===== config.mk =====
export PLATFORM = sky130hd
export DESIGN_NAME = counter_2bit_arbiter
export DESIGN_NICKNAME = d
export VERILOG_FILES = /design/src/rtl/counter_2bit_arbiter.sv
export SDC_FILE = /design/constraint.sdc
export NUM_CORES = 1
export LEC_CHECK = 0
export ABC_AREA = 1
export CORE_ASPECT_RATIO = 1.25
export CORE_MARGIN = 3
export CORE_UTILIZATION = 46
export DETAILED_ROUTE_END_ITERATION = 10
export PLACE_DENSITY = 0.77
export SYNTH_ARGS = -nofsm -noshare
export SYNTH_HDL_FRONTEND = slang
export SYNTH_SLANG_ARGS = --single-unit

===== constraint.sdc =====
create_clock -name clk -period 2.44 [get_ports clk]
set_input_delay 0.488 -clock clk [delete_from_list [all_inputs] [get_ports clk]]
set_output_delay 0.488 -clock clk [all_outputs]
set_load 0.01 [all_outputs]

===== src/rtl/counter_2bit_arbiter.sv =====
// Round-robin arbiter/sequencer sharing one 2-bit up/down counter between two
// requesters; each transaction enables the counter for exactly the requested steps.
module counter_2bit_arbiter #(
    parameter int unsigned STEP_W = 4
) (
    input  logic              clk,
    input  logic              reset,
    input  logic              req0,
    input  logic              dir0,
    input  logic [STEP_W-1:0] steps0,
    input  logic              req1,
    input  logic              dir1,
    input  logic [STEP_W-1:0] steps1,
    input  logic [1:0]        cnt_q,
    output logic              cnt_en,
    output logic              cnt_x,
    output logic              gnt0,
    output logic              gnt1,
    output logic              done0,
    output logic              done1,
    output logic [1:0]        result,
    output logic              busy
);

    typedef enum logic [1:0] {
        IDLE = 2'd0,
        RUN  = 2'd1,
        DONE = 2'd2
    } state_t;

    state_t            state;
    logic              winner;
    logic              dir_q;
    logic [STEP_W-1:0] remaining;
    logic              last_served;
    logic [1:0]        result_q;

    logic              pick;
    logic              pick_dir;
    logic [STEP_W-1:0] pick_steps;

    // Under contention the requester not served last wins.
    always_comb begin
        pick       = req1 & (~req0 | ~last_served);
        pick_dir   = pick ? dir1 : dir0;
        pick_steps = pick ? steps1 : steps0;
    end

    always_ff @(posedge clk or posedge reset) begin
        if (reset) begin
            state       <= IDLE;
            winner      <= 1'b0;
            dir_q       <= 1'b0;
            remaining   <= '0;
            last_served <= 1'b1;
            result_q    <= '0;
            cnt_en      <= 1'b0;
            cnt_x       <= 1'b0;
            gnt0        <= 1'b0;
            gnt1        <= 1'b0;
            done0       <= 1'b0;
            done1       <= 1'b0;
            busy        <= 1'b0;
        end else begin
            unique case (state)
                IDLE: begin
                    if (req0 || req1) begin
                        winner    <= pick;
                        dir_q     <= pick_dir;
                        remaining <= pick_steps;
                        gnt0      <= ~pick;
                        gnt1      <= pick;
                        busy      <= 1'b1;
                        if (pick_steps != '0) begin
                            state  <= RUN;
                            cnt_en <= 1'b1;
                            cnt_x  <= pick_dir;
                        end else begin
                            state <= DONE;
                            done0 <= ~pick;
                            done1 <= pick;
                        end
                    end
                end
                RUN: begin
                    remaining <= remaining - STEP_W'(1);
                    if (remaining == STEP_W'(1)) begin
                        state  <= DONE;
                        cnt_en <= 1'b0;
                        cnt_x  <= 1'b0;
                        done0  <= ~winner;
                        done1  <= winner;
                    end
                end
                DONE: begin
                    result_q    <= cnt_q;
                    last_served <= winner;
                    state       <= IDLE;
                    gnt0        <= 1'b0;
                    gnt1        <= 1'b0;
                    done0       <= 1'b0;
                    done1       <= 1'b0;
                    busy        <= 1'b0;
                end
                default: begin
                    state  <= IDLE;
                    cnt_en <= 1'b0;
                    cnt_x  <= 1'b0;
                    gnt0   <= 1'b0;
                    gnt1   <= 1'b0;
                    done0  <= 1'b0;
                    done1  <= 1'b0;
                    busy   <= 1'b0;
                end
            endcase
        end
    end

    // The final count is visible in the DONE cycle itself, before it is registered.
    always_comb begin
        result = (state == DONE) ? cnt_q : result_q;
    end

    unused_dir_q_guard : assert property (@(posedge clk) disable iff (reset)
        !(cnt_en && (cnt_x != dir_q)));

endmodule


==> impl_results.md, run 1 <==
* Largest net degree at the start of global routing at 18
* CP startpoint kind: flip-flop
* Worst vdd ir at 0.7756 mV
* CP required at 1.95 ns
* CTS tree: built
* Initial core utilization at 0.4997
* Number of port buffers at 24
* F_max at 451.6 MHz
* Final min period at 2.215 ns
* Final period util at 0.9076
* Die W at 45.64 microns
* Vias post-DR at 883
* Setup crit start: state[1]$_DFFE_PP0P_
* Full die area at 0.002535 sq mm
* Sequential area share after synthesis at 0.4723
* Commonest non-fill, non-tap cell in the layout: nand2_1
* YS warnings at 0
* Post-route antenna net violation count at 0
* # H-tree levels at 1
* Biggest register: remaining
* R2R Setup Slk at 1.03 ns
* Row count at 17
* HPWL Detailed at 1.583 mm
* Worst slew margin at 0.5654
* CTS Sinks at 17
* Max-Cap Viols at 0
* Vias in the first global route at 861
* Area leader, netlist: dfrtp_1
* Grt ovf at 0
* Placed Cells incl. Taps at 161
* Least-Margin Pin Slew at 0.6512 ns
* RSZ-0062 raised after global routing: false
* Leak at 0.0005972 uW
* Yosys top cell area share at 0.4432
* CTS Buffer Depth at 2
* Synthesized cell area at 903.4 sq um
* Syn nets at 136
* Synth Instances at 118
* Number of setup violations in the final report at 0
* First-pass GRT wire length at 3.622 mm
* Worst-skew pair later-pin latency at 0.29 ns
* Core area at 0.001808 sq mm
* N_diodes at 0
* Max-slew violation count at 0
* Largest register FFs at 4
* Crit Reg-Reg Startpoint: last_served$_DFFE_PP1P_
* Cts bufs inserted at 3
* Ports at 25
* Vias per inst at 5.352
* DRT iter0 DRCs at 23
* Worst min-delay path startpoint: result_q[0]$_DFF_PP0_
* Total GRT Usage at 0.1849
* Hold depth at 2
* Antenna violations before repair at 0
* Ranking of synthesized cells by area: dfrtp_1 44%, nand2_1 17%, nand3_1 7.8%
* Worst r2r dst: cnt_en$_DFFE_PP0P_
* Crit-path max FO at 4
* WL final at 2.019 mm
* Worst hold path type: reg2reg
* Worst-path clk slew at 0.10 ns
* Die Ht at 55.55 microns
* Drt wl/cell at 12.24 microns
* DR pass1 iterations at 4
* Nets at 165
* Avg Cell Area, Syn at 7.656 sq um
* Final non-filler cell total at 165
* Most frequent cells in the layout: 41 x nand2_1, 24 x clkdlybuf4s50_1, 15 x dfrtp_1
* Status: completed
* Area grow syn2layout at 32.69%
* Hold_buf cts at 0
* Pwr Total at 1438 uW
* FF+latch count, synth at 17
* DRC Markers at 0
* Final Hold Viols at 0
* CP endpoint kind: output port
* Largest regs: remaining (4), result_q (2), state (2)
* Worst r2r path cells at 9
* GPL Wtd Cong at 0.8454
* Final clock skew at 0.001084 ns
* Share of layout cells above drive strength 1 at 0.1096
* Hold Path End: result_q[0]$_DFF_PP0_
* CP arrival at 1.73 ns
* Root buffer selected by CTS: clkbuf_4
* Setup tns final at 0 ns
* Power Density at 1200 mW/mm^2
* Synth unique cells at 17
* Crit Path Class: reg2out
cell families (layout without fill, tap and decap cells):
kind of cell,Yosys count,after routing,share of synthesized area
simple gates,70,70,0.3490
fa+ha+maj,2,2,0.02770
buf+inv,14,42,0.05817
flops,17,17,0.4723
compound gates,15,15,0.09281
power breakdown:
part	switching, uW	internal, uW	total (uW)
sequential	79.0	424	503
combinational	452	328	779
clock	94.9	61.0	156
total	626	812	1440
synth_stat cells:
library cell,instances
dfstp_2,1
nor2_4,2
nor2_2,2
nand2_2,5
a211oi_1,1
o21ai_0,8
nand2_1,41
ha_1,2
nand4_1,1
inv_1,14
a21oi_1,2
nand3_1,14
nor2_1,5
a31oi_1,2
o22ai_1,1
dfrtp_1,16
o211ai_1,1
critical path, cell delays in order (launching register included):
cell and delay, ns:
dfrtp_2 0.46, inv_1 0.13, nor2_2 0.08, inv_1 0.10, nand2_1 0.06, nand2_1 0.07
clkdlybuf4s50_1 0.54
per-layer routing:
metal	up-vias	GRT usage	part of all wire
met5	-	0	0
met4	0	0.05439	0.014
met3	6	0.02606	0.044
met2	26	0.3154	0.52
met1	416	0.2308	0.42
li1	435	-	-
cell type report:
| type | instances | area (sq um) |
|---|---|---|
| fill | 163 | 609.3 |
| sequential | 17 | 427.9 |
| multi-input combinational | 87 | 426.7 |
| timing repair buffer | 24 | 240.2 |
| inverter | 14 | 52.55 |
| tap | 19 | 23.77 |
| clock buffer | 3 | 22.52 |
| clock inverter | 1 | 5.005 |
what timing repair did:
action | CTS | global route
hold endpoints to repair | 0 | 0
buffers inserted | 0 | 0
setup endpoints to repair | 0 | 2
resized for setup | 0 | 2
how the worst max path moves through the flow:
stage / depth (start not counted) / end / slack (ns)
6_report: 6 / result[1] / 0.23
5_1_grt: 6 / result[1] / 0.05
4_1_cts: 6 / result[1] / 0.08
3_5_place_dp: 4 / result[1] / 0.31
3_3_place_gp: 4 / result[0] / 0.34
2_1_floorplan: 5 / result[0] / 1.02
stage by stage:
stage          cell area [sq um]  utilization  hold slack (ns)  setup WS, ns
2_1_floorplan              903.4            -           0.4133         1.021
3_3_place_gp                1167       0.6457           0.4532        0.3406
3_5_place_dp                1167       0.6457           0.4536        0.3121
4_1_cts                     1195       0.6609           0.4819       0.07799
5_1_grt                     1199       0.6630           0.5012       0.05249
6_report                    1199       0.6630           0.4763        0.2255
Power figures use the tool's default switching activity.
==> inputs of run 2 (changes only) <==
--- a/config.mk
+++ b/config.mk
@@ -11,6 +11,7 @@
 export CORE_UTILIZATION = 46
 export DETAILED_ROUTE_END_ITERATION = 10
 export PLACE_DENSITY = 0.77
+export SETUP_SLACK_MARGIN = 0.1
 export SYNTH_ARGS = -nofsm -noshare
 export SYNTH_HDL_FRONTEND = slang
 export SYNTH_SLANG_ARGS = --single-unit
==> run 2 against run 1 <==
  * Critical path depth is the same
  * Register-to-register slack is essentially flat
  * Largest cell class unchanged
  * Die area is the same
  * Sequential share of layout area shrank 0.074 points
  * Non-clock buffer count is the same
  * Sequential power is essentially flat
  * Clock skew is essentially flat
  * Routed wire length grew 0.20%
  * Maximum frequency grew 0.38%
  * Setup slack gained 0.0083 ns
==> impl_results.md, run 2 (synthesis results as in run 1) <==
* Status: completed
* Most frequent cells in the layout: 41 x nand2_1, 23 x clkdlybuf4s50_1, 15 x dfrtp_1
* CP arrival at 1.72 ns (about the same)
* Crit Path Class: reg2out
* CP required at 1.95 ns (about the same)
* Core area at 0.001808 sq mm (unchanged)
* Placed cell area at 0.001167 sq mm (unchanged)
* Final clock skew at 0.001083 ns (-0.0000004100 ns)
* Post-route antenna net violation count at 0 (unchanged)
* Vias per inst at 5.345 (-0.11%)
* Final Core Density at 0.6644 (+0.001384)
* Total GRT Usage at 0.1849 (unchanged)
* Root buffer selected by CTS: clkbuf_4
* Max-slew violation count at 0 (unchanged)
* Worst hold path type: reg2reg
* Largest register FFs at 4 (unchanged)
* WL final at 2.023 mm (+0.20%)
* Setup tns final at 0 ns (unchanged)
* RSZ-0062 raised after global routing: false
* CTS Buffer Depth at 2 (unchanged)
* R2R Setup Slk at 1.03 ns (about the same)
* DRT iter0 DRCs at 23 (unchanged)
* Pwr Total at 1435 uW (-0.21%)
* Setup crit start: state[1]$_DFFE_PP0P_
* Commonest non-fill, non-tap cell in the layout: nand2_1
* Biggest register: remaining
* Area grow syn2layout at 32.96%
* Leak at 0.0006087 uW (+1.9%)
* CP startpoint kind: flip-flop
* Share of layout cells above drive strength 1 at 0.1096 (unchanged)
* Worst vdd ir at 0.7757 mV (about the same)
* N_diodes at 0 (unchanged)
* Row count at 17 (unchanged)
* CP endpoint kind: output port
* F_max at 453.3 MHz (+0.38%)
* Die W at 45.64 microns (unchanged)
* Final min period at 2.206 ns (-0.008325 ns)
* Antenna violations before repair at 0 (unchanged)
* Least-Margin Pin Slew at 0.6513 ns (+0.00005734 ns)
* Die Ht at 55.55 microns (unchanged)
* Cts bufs inserted at 3 (unchanged)
* CTS tree: built
* Nets at 165 (unchanged)
* Worst-path clk slew at 0.10 ns (about the same)
* Critical Path Sink: result[0]
* FF+latch area at 427.9 sq um (unchanged)
* Final Cell Area at 0.001201 sq mm (+0.21%)
* Full die area at 0.002535 sq mm (unchanged)
* Final period util at 0.9042 (-0.003412)
* Worst slew margin at 0.5653 (about the same)
* Final Hold Viols at 0 (unchanged)
* HPWL Detailed at 1.583 mm (unchanged)
* Max-Cap Viols at 0 (unchanged)
* Crit-path max FO at 4 (unchanged)
* Area of the multi-input gates at 426.7 sq um (unchanged)
* Drt wl/cell at 12.26 microns (+0.20%)
* Initial core utilization at 0.4997 (unchanged)
* Grt ovf at 0 (unchanged)
* Layout fillers at 165 (+1.2%)
* CTS Sinks at 17 (unchanged)
* # H-tree levels at 1 (unchanged)
* Vias post-DR at 882 (-0.11%)
* Post-CTS Setup Bufs at 0 (unchanged)
* Placed Cells incl. Taps at 161 (unchanged)
* Number of port buffers at 24 (unchanged)
* DRC Markers at 0 (unchanged)
* Ports at 25 (unchanged)
* Final non-filler cell total at 165 (unchanged)
* GPL Wtd Cong at 0.8454 (unchanged)
* Worst r2r dst: cnt_en$_DFFE_PP0P_
* Power Density at 1195 mW/mm^2 (-0.41%)
* Vias in the first global route at 861 (unchanged)
* Worst r2r path cells at 9 (unchanged)
* Largest regs: remaining (4), result_q (2), state (2)
* Number of setup violations in the final report at 0 (unchanged)
* Largest net degree at the start of global routing at 18 (unchanged)
* Worst-skew pair later-pin latency at 0.29 ns (about the same)
* First-pass GRT wire length at 3.622 mm (unchanged)
* DR pass1 iterations at 4 (unchanged)
* Crit Reg-Reg Startpoint: last_served$_DFFE_PP1P_
run 2: changes by cell type in the layout (fill, tap and decap cells not counted), sizes merged:
cell,before,now
clkdlybuf4s50,24,23
dlymetal6s2s,0,1
run 2: area by class of cell:
cell class,instances,area share
tap,19,0.01979
clock buffer,3,0.01875
timing repair buffer,24,0.2021
clock inverter,1,0.004167
sequential,17,0.3563
multi-input combinational,87,0.3552
inverter,14,0.04375
run 2: timing repair:
item,4_1_cts,5_1_grt
hold buffers,0,0
resized for setup,1,2
setup endpoints to repair,2,2
run 2: report_power, final:
part	total (uW)	switching [uW]	internal, uW
logic	777	451	325
registers	503	79.0	424
clock network	156	94.9	61.0
run 2: metrics by stage:
| stage | setup slack (ns) | hold slack [ns] |
|---|---|---|
| final | 0.2338 | 0.4772 |
| after floorplan | 1.021 | 0.4133 |
| after CTS | 0.1704 | 0.4819 |
| after global placement | 0.3406 | 0.4532 |
| after detailed placement | 0.3121 | 0.4536 |
| after global routing | 0.1107 | 0.5012 |
run 2: worst min path at each step:
stage,startpoint,to,cells past startpoint
after floorplan,reset,busy$_DFFE_PP0P_,1
after global placement,result_q[1]$_DFF_PP0_,result_q[1]$_DFF_PP0_,2
after detailed placement,result_q[0]$_DFF_PP0_,result_q[0]$_DFF_PP0_,2
after CTS,result_q[0]$_DFF_PP0_,result_q[0]$_DFF_PP0_,2
after global routing,result_q[0]$_DFF_PP0_,result_q[0]$_DFF_PP0_,2
final,result_q[0]$_DFF_PP0_,result_q[0]$_DFF_PP0_,2
run 2: critical path, stage by stage, from the launching register on:
cell             delay [ns]
dfrtp_2                0.46
inv_1                  0.13
nor2_2                 0.08
inv_1                  0.11
nand2_1                0.06
nand2_1                0.07
clkdlybuf4s50_1        0.53
run 2: per-layer routing:
layer,part of all wire,GRT usage,vias up
met5,0,0,-
met4,0.014,0.05439,0
met3,0.043,0.02606,6
met2,0.52,0.3154,26
met1,0.43,0.2308,415
li1,-,-,435
==> inputs of run 3 (changes only) <==
--- a/config.mk
+++ b/config.mk
@@ -10,7 +10,7 @@
 export CORE_MARGIN = 3
 export CORE_UTILIZATION = 46
 export DETAILED_ROUTE_END_ITERATION = 10
-export PLACE_DENSITY = 0.77
+export DONT_BUFFER_PORTS = 1
 export SETUP_SLACK_MARGIN = 0.1
 export SYNTH_ARGS = -nofsm -noshare
 export SYNTH_HDL_FRONTEND = slang
==> run 3 against run 2 <==
  * Clock-buffer cell count did not move
  * Critical endpoint unchanged
  * First-iteration DRC count up 61%
  * Critical path type unchanged
  * Largest cell class unchanged
  * Maximum frequency is 18% higher
  * Critical path depth decreased by 1
  * Clock power decreased by 4%
  * Clock skew grew 0.0062 ns
==> impl_results.md, run 3 (synthesis results as in run 1) <==
* Status: completed
* Layer with the highest usage: met2
* Final period util at 0.7690 (-0.1351)
* Worst vdd ir at 0.6162 mV (-21%)
* Biggest register: remaining
* CTS Sinks at 17 (unchanged)
* Crit Path Class: reg2out
* Worst r2r path cells at 9 (unchanged)
* Total GRT Usage at 0.1693 (-0.01563)
* Worst slew margin at 0.5731 (+0.007785)
* Max-slew violation count at 0 (unchanged)
* WL final at 1.934 mm (-4.4%)
* CP arrival at 1.39 ns (-0.33 ns)
* # H-tree levels at 1 (unchanged)
* Share of layout cells above drive strength 1 at 0.1148 (+0.005165)
* N_diodes at 0 (unchanged)
* Largest register FFs at 4 (unchanged)
* First-pass GRT wire length at 3.194 mm (-12%)
* RSZ-0062 raised after global routing: false
* Vias per inst at 5.489 (+2.7%)
* Power Density at 1344 mW/mm^2 (+12%)
* GR Layer Usage met1 at 0.2066 (-0.02416)
* Post-route antenna net violation count at 0 (unchanged)
* Vias in the first global route at 759 (-12%)
* Root buffer selected by CTS: clkbuf_4
* Worst r2r dst: cnt_en$_DFFE_PP0P_
* Drt wl/cell at 13.72 microns (+12%)
* R2R Setup Slk at 1.05 ns (+0.02 ns)
* Met2 GRT Util at 0.2695 (-0.04591)
* CP startpoint kind: flip-flop
* Placed cell area at 927.1 sq um (-21%)
* Crit-path max cell delay at 0.46 ns (-0.07 ns)
* Cts bufs inserted at 3 (unchanged)
* Initial core utilization at 0.4997 (unchanged)
* Die Ht at 55.55 microns (unchanged)
* Most frequent cells in the layout: 41 x nand2_1, 16 x dfrtp_1, 14 x inv_1, 14 x nand3_1, 8 x o21ai_0
* CP Cell Sequence: inv_1, nor2_1, inv_1, nand2_1, nand2_1
* Grt ovf at 0 (unchanged)
* Final Hold Viols at 0 (unchanged)
* Crit-path max FO at 4 (unchanged)
* Max-Cap Viols at 0 (unchanged)
* HPWL Detailed at 1.567 mm (-1.0%)
* Crit Reg-Reg Startpoint: last_served$_DFFE_PP1P_
* Leak at 0.0005065 uW (-17%)
* GPL Wtd Cong at 0.8191 (-3.1%)
* Full die area at 0.002535 sq mm (unchanged)
* Hold_buf cts at 0 (unchanged)
* Vias post-DR at 774 (-12%)
* Worst hold path type: in2async
* Commonest non-fill, non-tap cell in the layout: nand2_1
* Least-Margin Pin Slew at 0.6396 ns (-0.01167 ns)
* M3 GR Usage at 0.03583 (+0.009772)
* Final clock skew at 0.007272 ns (+0.006189 ns)
* Hold_ws at 0.1560 ns (-0.3212 ns)
* Pwr Total at 1283 uW (-11%)
* CTS tree: built
* Core area at 0.001808 sq mm (unchanged)
* Setup tns final at 0 ns (unchanged)
* F_max at 532.9 MHz (+18%)
* Final Cell Area at 954.7 sq um (-21%)
* DRC Markers at 0 (unchanged)
* Worst path slowest cell: dfrtp_1
* Final min period at 1.876 ns (-0.3298 ns)
* Worst-skew pair later-pin latency at 0.29 ns (about the same)
* Nets at 141 (-15%)
* DR pass1 iterations at 4 (unchanged)
* Die W at 45.64 microns (unchanged)
* Post-CTS Setup Bufs at 0 (unchanged)
* CTS Buffer Depth at 2 (unchanged)
* CP endpoint kind: output port
* Largest regs: remaining (4), result_q (2), state (2)
* CTS resizes at 0 (-1)
* Antenna violations before repair at 0 (unchanged)
* Number of port buffers at 0 (-100%)
* Area grow syn2layout at 5.679%
* DRT iter0 DRCs at 37 (+61%)
* Row count at 17 (unchanged)
* Number of setup violations in the final report at 0 (unchanged)
* CP required at 1.95 ns (about the same)
* Ports at 25 (unchanged)
* Worst-path clk slew at 0.10 ns (about the same)
* Largest net degree at the start of global routing at 18 (unchanged)
## run 3: cell count changes in the layout (fill, tap and decap cells not counted), sizes merged
| cell | before | now |
|---|---|---|
| clkdlybuf4s50 | 23 | 0 |
| dlymetal6s2s | 1 | 0 |
## run 3: per-stage QoR
step | utilization | instances | worst slack, ns
floorplan | - | 118 | 1.021
global placement | 0.5128 | 137 | 0.9641
detailed placement | 0.5128 | 137 | 0.8798
CTS | 0.5280 | 141 | 0.5364
global route | 0.5280 | 141 | 0.4469
finish | 0.5280 | 141 | 0.5636
## run 3: final cells by class
type                    instances  area (sq um)
well taps                      19         23.77
fillers                       185         853.3
clock buffers                   3         22.52
inverters                      14         52.55
flip-flops and latches         17         426.7
clock inverters                 1         5.005
multi-input cells              87         424.2
## run 3: worst max-delay path, delay by kind of cell, from the launching register on
kind,cells,cell delay (ns)
buffers and inverters,2,0.24
and+or+nand+nor,3,0.41
DFF,1,0.46
## run 3: layer usage
metal	vias to the layer above	wire (microns)
met2	20	979
met5	-	0
met3	4	91
met1	362	825
li1	388	-
met4	0	37
## run 3: where the power goes
part / total, uW / internal [uW] / leakage [uW] / switching (uW)
clock network: 149 / 60.9 / 0.0000177 / 88.6
logic: 602 / 194 / 0.000281 / 407
registers: 532 / 423 / 0.000207 / 109
total: 1280 / 679 / 0.000507 / 604
## run 3: how the worst max path moves through the flow
stage           endpoint  depth (start not counted)  slack (ns)            startpoint
3_5_place_dp   result[0]                          5        0.88  state[1]$_DFFE_PP0P_
3_3_place_gp   result[1]                          5        0.96  state[1]$_DFFE_PP0P_
4_1_cts        result[0]                          5        0.54  state[1]$_DFFE_PP0P_
2_1_floorplan  result[0]                          5        1.02  state[1]$_DFFE_PP0P_
6_report       result[0]                          5        0.56  state[1]$_DFFE_PP0P_
5_1_grt        result[0]                          5        0.45  state[1]$_DFFE_PP0P_
